<file path="config.mk">
export PLATFORM = sky130hd
export DESIGN_NAME = dut_result_compactor_flat
export DESIGN_NICKNAME = d
export VERILOG_FILES = /design/src/rtl/dut_compactor_pkg.sv /design/src/rtl/dut_result_compactor_if.sv /design/src/rtl/sig_misr.sv /design/src/rtl/dut_result_compactor.sv /design/src/flat_wrapper.sv
export SDC_FILE = /design/constraint.sdc
export NUM_CORES = 1
export LEC_CHECK = 0
export BUFFER_PORTS_ARGS = -buffer_cell sky130_fd_sc_hd__buf_2
export CELL_PAD_IN_SITES_DETAIL_PLACEMENT = 1
export CELL_PAD_IN_SITES_GLOBAL_PLACEMENT = 1
export CORE_ASPECT_RATIO = 0.5
export CORE_UTILIZATION = 39
export CTS_CLUSTER_SIZE = 20
export DETAILED_ROUTE_END_ITERATION = 10
export PLACE_DENSITY_LB_ADDON = 0.05
export SYNTH_ARGS = -nofsm -noshare
export SYNTH_HDL_FRONTEND = slang
export SYNTH_SLANG_ARGS = --single-unit
</file>
<file path="constraint.sdc">
create_clock -name clk -period 3.2 [get_ports clk]
set_input_delay 0.32 -clock clk [delete_from_list [all_inputs] [get_ports clk]]
set_output_delay 0.32 -clock clk [all_outputs]
set_load 0.01 [all_outputs]
</file>
<file path="src/rtl/dut_compactor_pkg.sv">
// Shared widths, MISR taps/seed, FSM state type and the single-step compaction function
// for the dut result compactor.
package dut_compactor_pkg;
  localparam int DATA_W = 30;
  localparam int CNT_W  = 16;
  localparam logic [DATA_W-1:0] SEED = 30'h0;
  localparam logic [DATA_W-1:0] POLY = 30'h00000053;

  typedef enum logic [1:0] {IDLE, RUN, DONE} state_t;

  // Shift left, fold the outgoing MSB back through the taps, then xor in the new word.
  function automatic logic [DATA_W-1:0] misr_next(input logic [DATA_W-1:0] sig,
                                                  input logic [DATA_W-1:0] data);
    return {sig[DATA_W-2:0], 1'b0} ^ (sig[DATA_W-1] ? POLY : '0) ^ data;
  endfunction
endpackage

</file>
<file path="src/rtl/dut_result_compactor_if.sv">
// Run-control, result-beat and status signals of the compactor.
// COMPACTOR_XMASK_EN adds the xmask run parameter.
interface dut_result_compactor_if;
  import dut_compactor_pkg::*;

  logic              start;
  logic [CNT_W-1:0]  num_vectors;
  logic [DATA_W-1:0] golden;
  logic              in_valid;
  logic              in_ready;
  logic [DATA_W-1:0] in_data;
  logic              busy;
  logic              done;
  logic [DATA_W-1:0] signature;
  logic [CNT_W-1:0]  vec_count;
  logic              pass;
`ifdef COMPACTOR_XMASK_EN
  logic [DATA_W-1:0] xmask;

  modport master (output start, num_vectors, golden, xmask, in_valid, in_data,
                  input  in_ready, busy, done, signature, vec_count, pass);
  modport slave  (input  start, num_vectors, golden, xmask, in_valid, in_data,
                  output in_ready, busy, done, signature, vec_count, pass);
`else
  modport master (output start, num_vectors, golden, in_valid, in_data,
                  input  in_ready, busy, done, signature, vec_count, pass);
  modport slave  (input  start, num_vectors, golden, in_valid, in_data,
                  output in_ready, busy, done, signature, vec_count, pass);
`endif
endinterface

</file>
<file path="src/rtl/sig_misr.sv">
// MISR signature register: load forces SEED, en folds one data word per cycle.
module sig_misr
  import dut_compactor_pkg::*;
(
  input  logic              clk,
  input  logic              rst,
  input  logic              load,
  input  logic              en,
  input  logic [DATA_W-1:0] data,
  output logic [DATA_W-1:0] sig,
  output logic [DATA_W-1:0] sig_next
);
  assign sig_next = misr_next(sig, data);

  always_ff @(posedge clk) begin
    if (rst || load) sig <= SEED;
    else if (en)     sig <= sig_next;
  end
endmodule

</file>
<file path="src/rtl/dut_result_compactor.sv">
// Folds accepted dut result words into a MISR, counts them and compares the final
// signature with a golden value. Optional COMPACTOR_XMASK_EN masks don't-care bits.
module dut_result_compactor
  import dut_compactor_pkg::*;
(
  input logic                    clk,
  input logic                    rst,
  dut_result_compactor_if.slave  bus
);
  state_t            state_q, state_d;
  logic [CNT_W-1:0]  num_q, cnt_q;
  logic [DATA_W-1:0] golden_q, fold_data, sig, sig_nxt;
  logic              pass_q, start_acc, beat, last_beat;

`ifdef COMPACTOR_XMASK_EN
  logic [DATA_W-1:0] xmask_q;
  assign fold_data = bus.in_data & ~xmask_q;
`else
  assign fold_data = bus.in_data;
`endif

  assign beat      = bus.in_valid && (state_q == RUN);
  assign start_acc = bus.start && (state_q != RUN);
  // num_q bounds cnt_q, so the increment here can never wrap.
  assign last_beat = beat && ((cnt_q + CNT_W'(1)) == num_q);

  always_comb begin
    state_d = state_q;
    case (state_q)
      IDLE, DONE: if (bus.start) state_d = (bus.num_vectors == '0) ? DONE : RUN;
      RUN:        if (last_beat) state_d = DONE;
      default:    state_d = IDLE;
    endcase
  end

  always_ff @(posedge clk) begin
    if (rst) begin
      state_q  <= IDLE;
      num_q    <= '0;
      golden_q <= '0;
      cnt_q    <= '0;
      pass_q   <= 1'b0;
`ifdef COMPACTOR_XMASK_EN
      xmask_q  <= '0;
`endif
    end else begin
      state_q <= state_d;
      if (start_acc) begin
        num_q    <= bus.num_vectors;
        golden_q <= bus.golden;
        cnt_q    <= '0;
        pass_q   <= (bus.num_vectors == '0) && (bus.golden == SEED);
`ifdef COMPACTOR_XMASK_EN
        xmask_q  <= bus.xmask;
`endif
      end else if (beat) begin
        cnt_q <= cnt_q + CNT_W'(1);
        if (last_beat) pass_q <= (sig_nxt == golden_q);
      end
    end
  end

  sig_misr u_misr (
    .clk      (clk),
    .rst      (rst),
    .load     (start_acc),
    .en       (beat),
    .data     (fold_data),
    .sig      (sig),
    .sig_next (sig_nxt)
  );

  assign bus.in_ready  = (state_q == RUN);
  assign bus.busy      = (state_q == RUN);
  assign bus.done      = (state_q == DONE);
  assign bus.pass      = pass_q;
  assign bus.signature = sig;
  assign bus.vec_count = cnt_q;
endmodule

</file>
<file path="src/flat_wrapper.sv">
// flat-port wrapper written by rule: the top's interface ports become plain ports
module dut_result_compactor_flat import dut_compactor_pkg::*;
  (clk, rst, bus_start, bus_num_vectors, bus_golden, bus_in_valid, bus_in_data, bus_in_ready, bus_busy, bus_done, bus_signature, bus_vec_count, bus_pass);
  dut_result_compactor_if bus_i ();
  input logic clk;
  input logic rst;
  input wire logic [$bits(bus_i.start)-1:0] bus_start;
  input wire logic [$bits(bus_i.num_vectors)-1:0] bus_num_vectors;
  input wire logic [$bits(bus_i.golden)-1:0] bus_golden;
  input wire logic [$bits(bus_i.in_valid)-1:0] bus_in_valid;
  input wire logic [$bits(bus_i.in_data)-1:0] bus_in_data;
  output wire logic [$bits(bus_i.in_ready)-1:0] bus_in_ready;
  output wire logic [$bits(bus_i.busy)-1:0] bus_busy;
  output wire logic [$bits(bus_i.done)-1:0] bus_done;
  output wire logic [$bits(bus_i.signature)-1:0] bus_signature;
  output wire logic [$bits(bus_i.vec_count)-1:0] bus_vec_count;
  output wire logic [$bits(bus_i.pass)-1:0] bus_pass;
  assign bus_i.start = bus_start;
  assign bus_i.num_vectors = bus_num_vectors;
  assign bus_i.golden = bus_golden;
  assign bus_i.in_valid = bus_in_valid;
  assign bus_i.in_data = bus_in_data;
  assign bus_in_ready = bus_i.in_ready;
  assign bus_busy = bus_i.busy;
  assign bus_done = bus_i.done;
  assign bus_signature = bus_i.signature;
  assign bus_vec_count = bus_i.vec_count;
  assign bus_pass = bus_i.pass;
  dut_result_compactor u_core (.clk(clk), .rst(rst), .bus(bus_i));
endmodule
</file>
==> flow_summary_export.csv, run 1 <==
group,metric,value,unit
worst_hold_path,hold_start,"bus_golden[15]",
worst_setup_path,cp.required,3440,ps
clocking,postCtsSetupBuffers,0,
floorplanning,die_area,12800,sq um
synthesis,syn-mean-instance-area,8.40,sq um
detailed_routing,first_pass_iters,4,
place,dp.final_hpwl,10300,microns
grt,grt-ovfl-total,0,
worst_setup_path,path_delay_family,"simple AND/OR/NAND/NOR gates",
grt,first_global_vias,4209,
detailed_routing,wire_per_inst,16.6,microns
timing,fmaxAchievable,366,MHz
clocking,cts_sinks,95,
detailed_routing,drt-vias-per-instance,5.04,
place,placed_area,5560,sq um
clocking,cts-resized-gates,0,
detailed_routing,dr.first_iter.drc_count,147,
synthesis,synth_top_area_cell,"dfxtp_1",
place,numPlacedInstances,836,
timing,finClkSkew,12.7,ps
timing,rsz0062_at_grt,"no",
synthesis,syn_nets,653,
timing,hold_viol_final,0,
timing,worst_hold_slack,216,ps
timing,finalCriticalPeriod,2730,ps
synthesis,synth-xor-area-share,19.8,%
worst_setup_path,cp_slowest_stage_delay,570,ps
worst_setup_path,r2r_end,"u_core.bus.pass",
floorplanning,die_x,159,microns
worst_setup_path,crit_slowest_cell,"dfxtp_1",
clocking,clkTransAtPathRegs,70,ps
worst_setup_path,crit_fanout,13,
synthesis,synthMuxAreaShare,1.17,%
run,maxCapViolCount,0,
status,status,"finished clean",
clocking,tritoncts,"built",
cells_and_area,drive_above_1_share,23.3,%
clocking,cts_buffers,9,
detailed_routing,antenna_violating_nets_post_route,0,
synthesis,synth_top_area_share,39.6,%
cells_and_area,fillers,1499,
detailed_routing,finalWirelength,14100,microns
cells_and_area,nNetsFinal,763,
worst_setup_path,crit_type,"flop to flop",
synthesis,synth-compound-area-share,12.0,%
clocking,insertion_delay,350,ps
worst_setup_path,rr_worst_depth,7,
synthesis,syn_inst,572,
worst_setup_path,start_kind,"flop",
floorplanning,initial_utilization,40.3,%
synthesis,ys_ff_latch,95,
power_and_ir_drop,irDropWorstVdd,0.000240,V
worst_setup_path,critPathCaptureType,"flop",
floorplanning,core_area,11900,sq um
place,gp_routability_congestion,0.827,
synthesis,yosys_warnings,0,
clocking,h-tree-depth,3,
synthesis,synth_edf_count,0,
power_and_ir_drop,p_per_area,501,nW/um^2
power_and_ir_drop,p_leak,2.34,nW
clocking,cts_root_buf,"clkbuf_16",
floorplanning,ios,130,
place,io_buffers,129,
worst_hold_path,hold_class,"primary input to flop",
cells_and_area,multi_input_area,2730,sq um
synthesis,synth.area.top_cells,"dfxtp_1, xnor2_1, nand2_1",
timing,relSlewSlack,60.2,%
grt,grt_pass1_wl,22000,microns
worst_setup_path,crit_chain,"and4_2 -> nand4_4 -> or4b_1 -> a32o_1 -> nor4b_4 -> a21oi_2 -> mux2_4",
worst_setup_path,r2r_setup_slack,470,ps
floorplanning,row_count,28,
worst_setup_path,r2r_start,"u_core.bus.vec_count[4]",
timing,worstMarginPinSlew,597,ps
grt,grt_antenna_before_repair,0,
synthesis,yosysSeqAreaShare,39.6,%
timing,setup_tns,0,ps
worst_hold_path,holdPathEnd,"u_core.golden_q[15]",
synthesis,synth_area,4800,sq um
clocking,clk_path_buf_depth,2,
synthesis,synthSimpleGateAreaFrac,23.6,%
worst_setup_path,worstPathArrival,2970,ps
timing,setup_violations,0,
synthesis,ys_types,49,
timing,finalCritPeriodShare,85.5,%
grt,grt.total_usage,22.5,%
detailed_routing,vias,4297,
synthesis,ys.flop_type,"dfxtp_1",
cells_and_area,area_delta_synth_final,22.9,%
synthesis,synthArstFlopShare,0,%
timing,maxSlewViolCount,0,
worst_hold_path,whs_path_depth,3,
synthesis,synth-adder-area-share,0.260,%
cells_and_area,final_cells,852,
synthesis,synth_top_family_by_area,"simple AND/OR/NAND/NOR gates",
cells_and_area,seqCellArea,1900,sq um
clocking,hold_buffers,0,
grt,grt_max_degree,58,
detailed_routing,drc,0,
cells_and_area,diodes,0,
floorplanning,die_h,80.5,microns
cells_and_area,stdcell_area,5910,sq um
worst_setup_path,crit_buf_inv,0,
[cell usage after synthesis (all sizes together) (4+ instances only)]
library cell	instances
nand2	112
dfxtp	95
xnor2	68
a21oi	58
nor2	55
a211oi	28
clkbuf	22
xor2	20
buf	14
nor4	13
nand4	12
nand3	9
nor3	8
xnor3	8
nand2b	5
or4	5
inv	4
nor2b	4
[area by class of cell]
class | count | share of cell area [%]
timing repair buffer | 135 | 11.9
inverter | 4 | 0.254
clock buffer | 10 | 3.88
sequential | 95 | 32.2
multi-input combinational | 437 | 46.3
clock inverter | 6 | 1.97
tap | 165 | 3.50
[registers in the layout (all words and copies together) (netlist names)]
signal and count:
u_core.bus.pass 1, u_core.bus.vec_count 16, u_core.golden_q 30, u_core.num_q 16, u_core.state_q 2, u_core.u_misr.sig 30
[metal layers]
layer	GRT usage (%)	routed length, microns
met5	0	0
met4	4.52	76
met3	6.20	656
met2	38.9	6570
met1	28.3	6820
[cell families after synthesis]
| group | Yosys count |
|---|---|
| adders and majority gates | 1 |
| buffers and inverters | 40 |
| and+or+nand+nor | 240 |
| xor gates and xnor gates | 96 |
| AOI/OAI and AO/OA | 95 |
| DFF | 95 |
| muxes | 5 |
[where the power goes]
group | switching (mW) | leakage [nW] | internal [mW]
sequential | 0.0469 | 0.775 | 1.23
clock | 0.488 | 0.167 | 0.771
combinational | 0.233 | 1.40 | 0.187
total | 0.768 | 2.34 | 2.19
[how the worst max path moves through the flow]
| stage | from | end | slack [ps] | cells past startpoint |
|---|---|---|---|---|
| floorplan | u_core.bus.vec_count[0] | u_core.bus.pass | 720 | 8 |
| global placement | u_core.bus.vec_count[0] | u_core.bus.pass | 540 | 7 |
| detailed placement | u_core.bus.vec_count[0] | u_core.bus.pass | 490 | 7 |
| CTS | u_core.bus.vec_count[0] | u_core.bus.pass | 470 | 7 |
| global route | u_core.bus.vec_count[0] | u_core.bus.pass | 350 | 7 |
| finish | u_core.bus.vec_count[4] | u_core.bus.pass | 470 | 7 |
[per-stage QoR]
stage               power [mW]  setup slack (ps)  utilization, %
floorplan                 1.56               717               -
CTS                       3.00               473            49.6
detailed placement        1.73               492            46.7
global placement          1.72               542            46.7
global route              3.08               352            49.6
finish                    2.96               465            49.6
[worst register-to-register path: stages, from the launching register on]
cell and delay [ps]:
dfxtp_1 570, and4_2 360, nand4_4 110, or4b_1 510
a32o_1 270, nor4b_4 390, a21oi_2 110, mux2_4 310
[layout by cell type, fill, tap and decap left out, types with 4 or more instances in the layout]
cell type,count
xor2_1,20
nor2_1,55
xnor2_1,68
nor4_1,13
inv_1,4
clkbuf_16,9
buf_2,129
a21oi_1,57
nand2_1,112
nand4_1,11
buf_4,5
xnor3_1,8
dfxtp_1,95
or4_1,5
nand3_1,9
nor3_1,8
nor2b_1,4
a211oi_1,28
nand2b_1,4
Note: power is estimated with default switching activity, not from simulation.
==> inputs of run 2 (changes only) <==
--- a/config.mk
+++ b/config.mk
@@ -9,7 +9,7 @@
 export CELL_PAD_IN_SITES_DETAIL_PLACEMENT = 1
 export CELL_PAD_IN_SITES_GLOBAL_PLACEMENT = 1
 export CORE_ASPECT_RATIO = 0.5
-export CORE_UTILIZATION = 39
+export CORE_UTILIZATION = 35
 export CTS_CLUSTER_SIZE = 20
 export DETAILED_ROUTE_END_ITERATION = 10
 export PLACE_DENSITY_LB_ADDON = 0.05
==> constraint.sdc (replaced) <==
create_clock -name clk -period 2.2 [get_ports clk]
set_input_delay 0.22 -clock clk [delete_from_list [all_inputs] [get_ports clk]]
set_output_delay 0.22 -clock clk [all_outputs]
set_load 0.01 [all_outputs]
==> flow_summary_export.csv, run 2 (same netlist as run 1, synthesis figures left out) <==
group,metric,value,unit
detailed_routing,drt-vias-per-instance,4.99,
place,dp.final_hpwl,11100,microns
clocking,h-tree-depth,3,
detailed_routing,antenna_violating_nets_post_route,0,
worst_setup_path,worstPathArrival,2530,ps
worst_setup_path,crit_type,"flop to flop",
floorplanning,initial_utilization,36.9,%
grt,first_global_vias,4551,
timing,rsz0062_at_grt,"yes",
worst_setup_path,cp_common_cell,"a21oi_2",
detailed_routing,drc,0,
power_and_ir_drop,p_per_area,657,nW/um^2
worst_setup_path,crit_fanout,5,
power_and_ir_drop,irDropWorstVdd,0.000382,V
clocking,cts_buffers,9,
timing,finalCriticalPeriod,2290,ps
timing,worstMarginPinSlew,605,ps
worst_setup_path,path_delay_family,"simple AND/OR/NAND/NOR gates",
worst_setup_path,crit_chain,"and4_4 -> a21oi_2 -> or4bb_1 -> a32o_2 -> nor4b_4 -> a21oi_2 -> mux2_4",
detailed_routing,dr.first_iter.drc_count,207,
place,post-place-ws,-205,ps
place,io_buffers,129,
worst_hold_path,hold_class,"primary input to flop",
timing,worst_hold_slack,109,ps
timing,relSlewSlack,59.7,%
floorplanning,core_area,13000,sq um
timing,post-route-worst-setup-slack,-87.5,ps
timing,maxSlewViolCount,0,
detailed_routing,vias,4549,
worst_setup_path,crit_buf_inv,0,
detailed_routing,wl_met1,7100,microns
cells_and_area,nNetsFinal,818,
grt,grt.total_usage,21.4,%
timing,fmaxAchievable,437,MHz
worst_setup_path,critPathCaptureType,"flop",
power_and_ir_drop,p_comb_share,15.7,%
detailed_routing,wl_met3,582,microns
floorplanning,die_x,168,microns
detailed_routing,wl_met2,6920,microns
floorplanning,ios,130,
clocking,clkTransAtPathRegs,80,ps
status,status,"complete, but fails checks",
timing,setup_tns,-141,ps
detailed_routing,finalWirelength,14700,microns
power_and_ir_drop,power,4.18,mW
worst_setup_path,start_kind,"flop",
power_and_ir_drop,seq_power_share,44.4,%
floorplanning,die_h,84.9,microns
timing,finClkSkew,9.72,ps
cells_and_area,final_common_cell,"buf_2",
cells_and_area,drive_above_1_share,31.8,%
cells_and_area,stdcell_area,6360,sq um
floorplanning,die_area,14200,sq um
floorplanning,row_count,29,
clocking,cts_sinks,95,
power_and_ir_drop,p_leak,2.62,nW
cells_and_area,reg.largest.list,"u_core.golden_q x30, u_core.u_misr.sig x30",
grt,grt_antenna_before_repair,1,
timing,setup_violations,2,
power_and_ir_drop,pwr-share-clk,39.9,%
place,gp_routability_congestion,0.829,
run,maxCapViolCount,0,
worst_setup_path,cp.required,2450,ps
clocking,insertion_delay,350,ps
detailed_routing,first_pass_iters,4,
cells_and_area,area_delta_synth_final,32.3,%
status,violations,"setup timing",
power_and_ir_drop,switching_share,28.1,%
place,placed_area,5980,sq um
cells_and_area,diodes,0,
clocking,cts_root_buf,"clkbuf_16",
grt,grt-ovfl-total,0,
detailed_routing,highest_layer,"met5",
cells_and_area,final_cell_mix,"buf_2, nand2_1, dfxtp_1, xnor2_1, buf_4",
power_and_ir_drop,p_int,3.00,mW
timing,hold_viol_final,0,
timing,finalCritPeriodShare,104,%
detailed_routing,wire_per_inst,16.1,microns
grt,grt_pass1_wl,23600,microns
grt,grt_max_degree,51,
worst_setup_path,crit_slowest_cell,"or4bb_1",
clocking,clk_path_buf_depth,2,
worst_setup_path,cp_slowest_stage_delay,470,ps
power_and_ir_drop,p_switching,1.17,mW
clocking,tritoncts,"built",
[run 2: changes by cell type in the layout (fill, tap and decap cells not counted), moves of 2 or more]
cell,change
a21oi_1,-3
bufinv_16,-2
and4_4,+2
dfxtp_2,+8
dfxtp_1,-10
buf_4,+54
dfxtp_4,+2
a21oi_2,+3
inv_6,+3
[run 2: per-stage QoR]
| step | std cells | utilization [%] |
|---|---|---|
| 6_report | 912 | 48.8 |
| 5_1_grt | 912 | 48.8 |
| 4_1_cts | 912 | 48.7 |
| 3_5_place_dp | 894 | 45.9 |
| 3_3_place_gp | 894 | 45.9 |
| 2_1_floorplan | 572 | - |
[run 2: final timing paths]
check                                             start  slack, ps             endpoint  depth (start not counted)
worst max-delay path            u_core.bus.vec_count[3]        -90      u_core.bus.pass                          7
worst min-delay path                     bus_golden[18]        110  u_core.golden_q[18]                          3
worst max register to register  u_core.bus.vec_count[3]        -90      u_core.bus.pass                          7
worst min register to register      u_core.golden_q[21]        460  u_core.golden_q[21]                          2
[run 2: tightest hold or removal path, cell delays in order]
cell,delay (ps)
buf_2,100
nand2_1,50
a21oi_1,50
[run 2: final cells by class]
type / count / area (sq um)
Clock buffer: 9 / 225
Clock inverter: 7 / 85.1
Fill cell: 1612 / 6670
Inverter: 4 / 15.0
Multi-Input combinational cell: 437 / 2780
Sequential cell: 95 / 1920
Tap cell: 170 / 213
Timing Repair Buffer: 190 / 1120
[run 2: metal layers]
layer,vias up,global-route usage [%]
met5,-,0
met4,2,5.09
met3,13,5.36
met2,70,36.4
met1,2192,27.5
li1,2272,-
[run 2: timing repair]
| action | 4_1_cts | 5_1_grt |
|---|---|---|
| cloned | 0 | 0 |
| hold buffers | 0 | 0 |
| pin swaps | 7 | 4 |
| gates resized for setup | 8 | 3 |
| endpoints found under the hold margin | 0 | 0 |
| endpoints found under the setup margin | 3 | 3 |
| buffers inserted | 2 | 0 |
[run 2: power by group through the flow]
stage / clock network [mW] / logic, mW / registers [mW]
global route: 1.78 / 0.725 / 1.86
detailed placement: 0 / 0.658 / 1.89
finish: 1.67 / 0.657 / 1.85
CTS: 1.71 / 0.666 / 1.85
floorplan: 0 / 0.381 / 1.89
global placement: 0 / 0.652 / 1.89
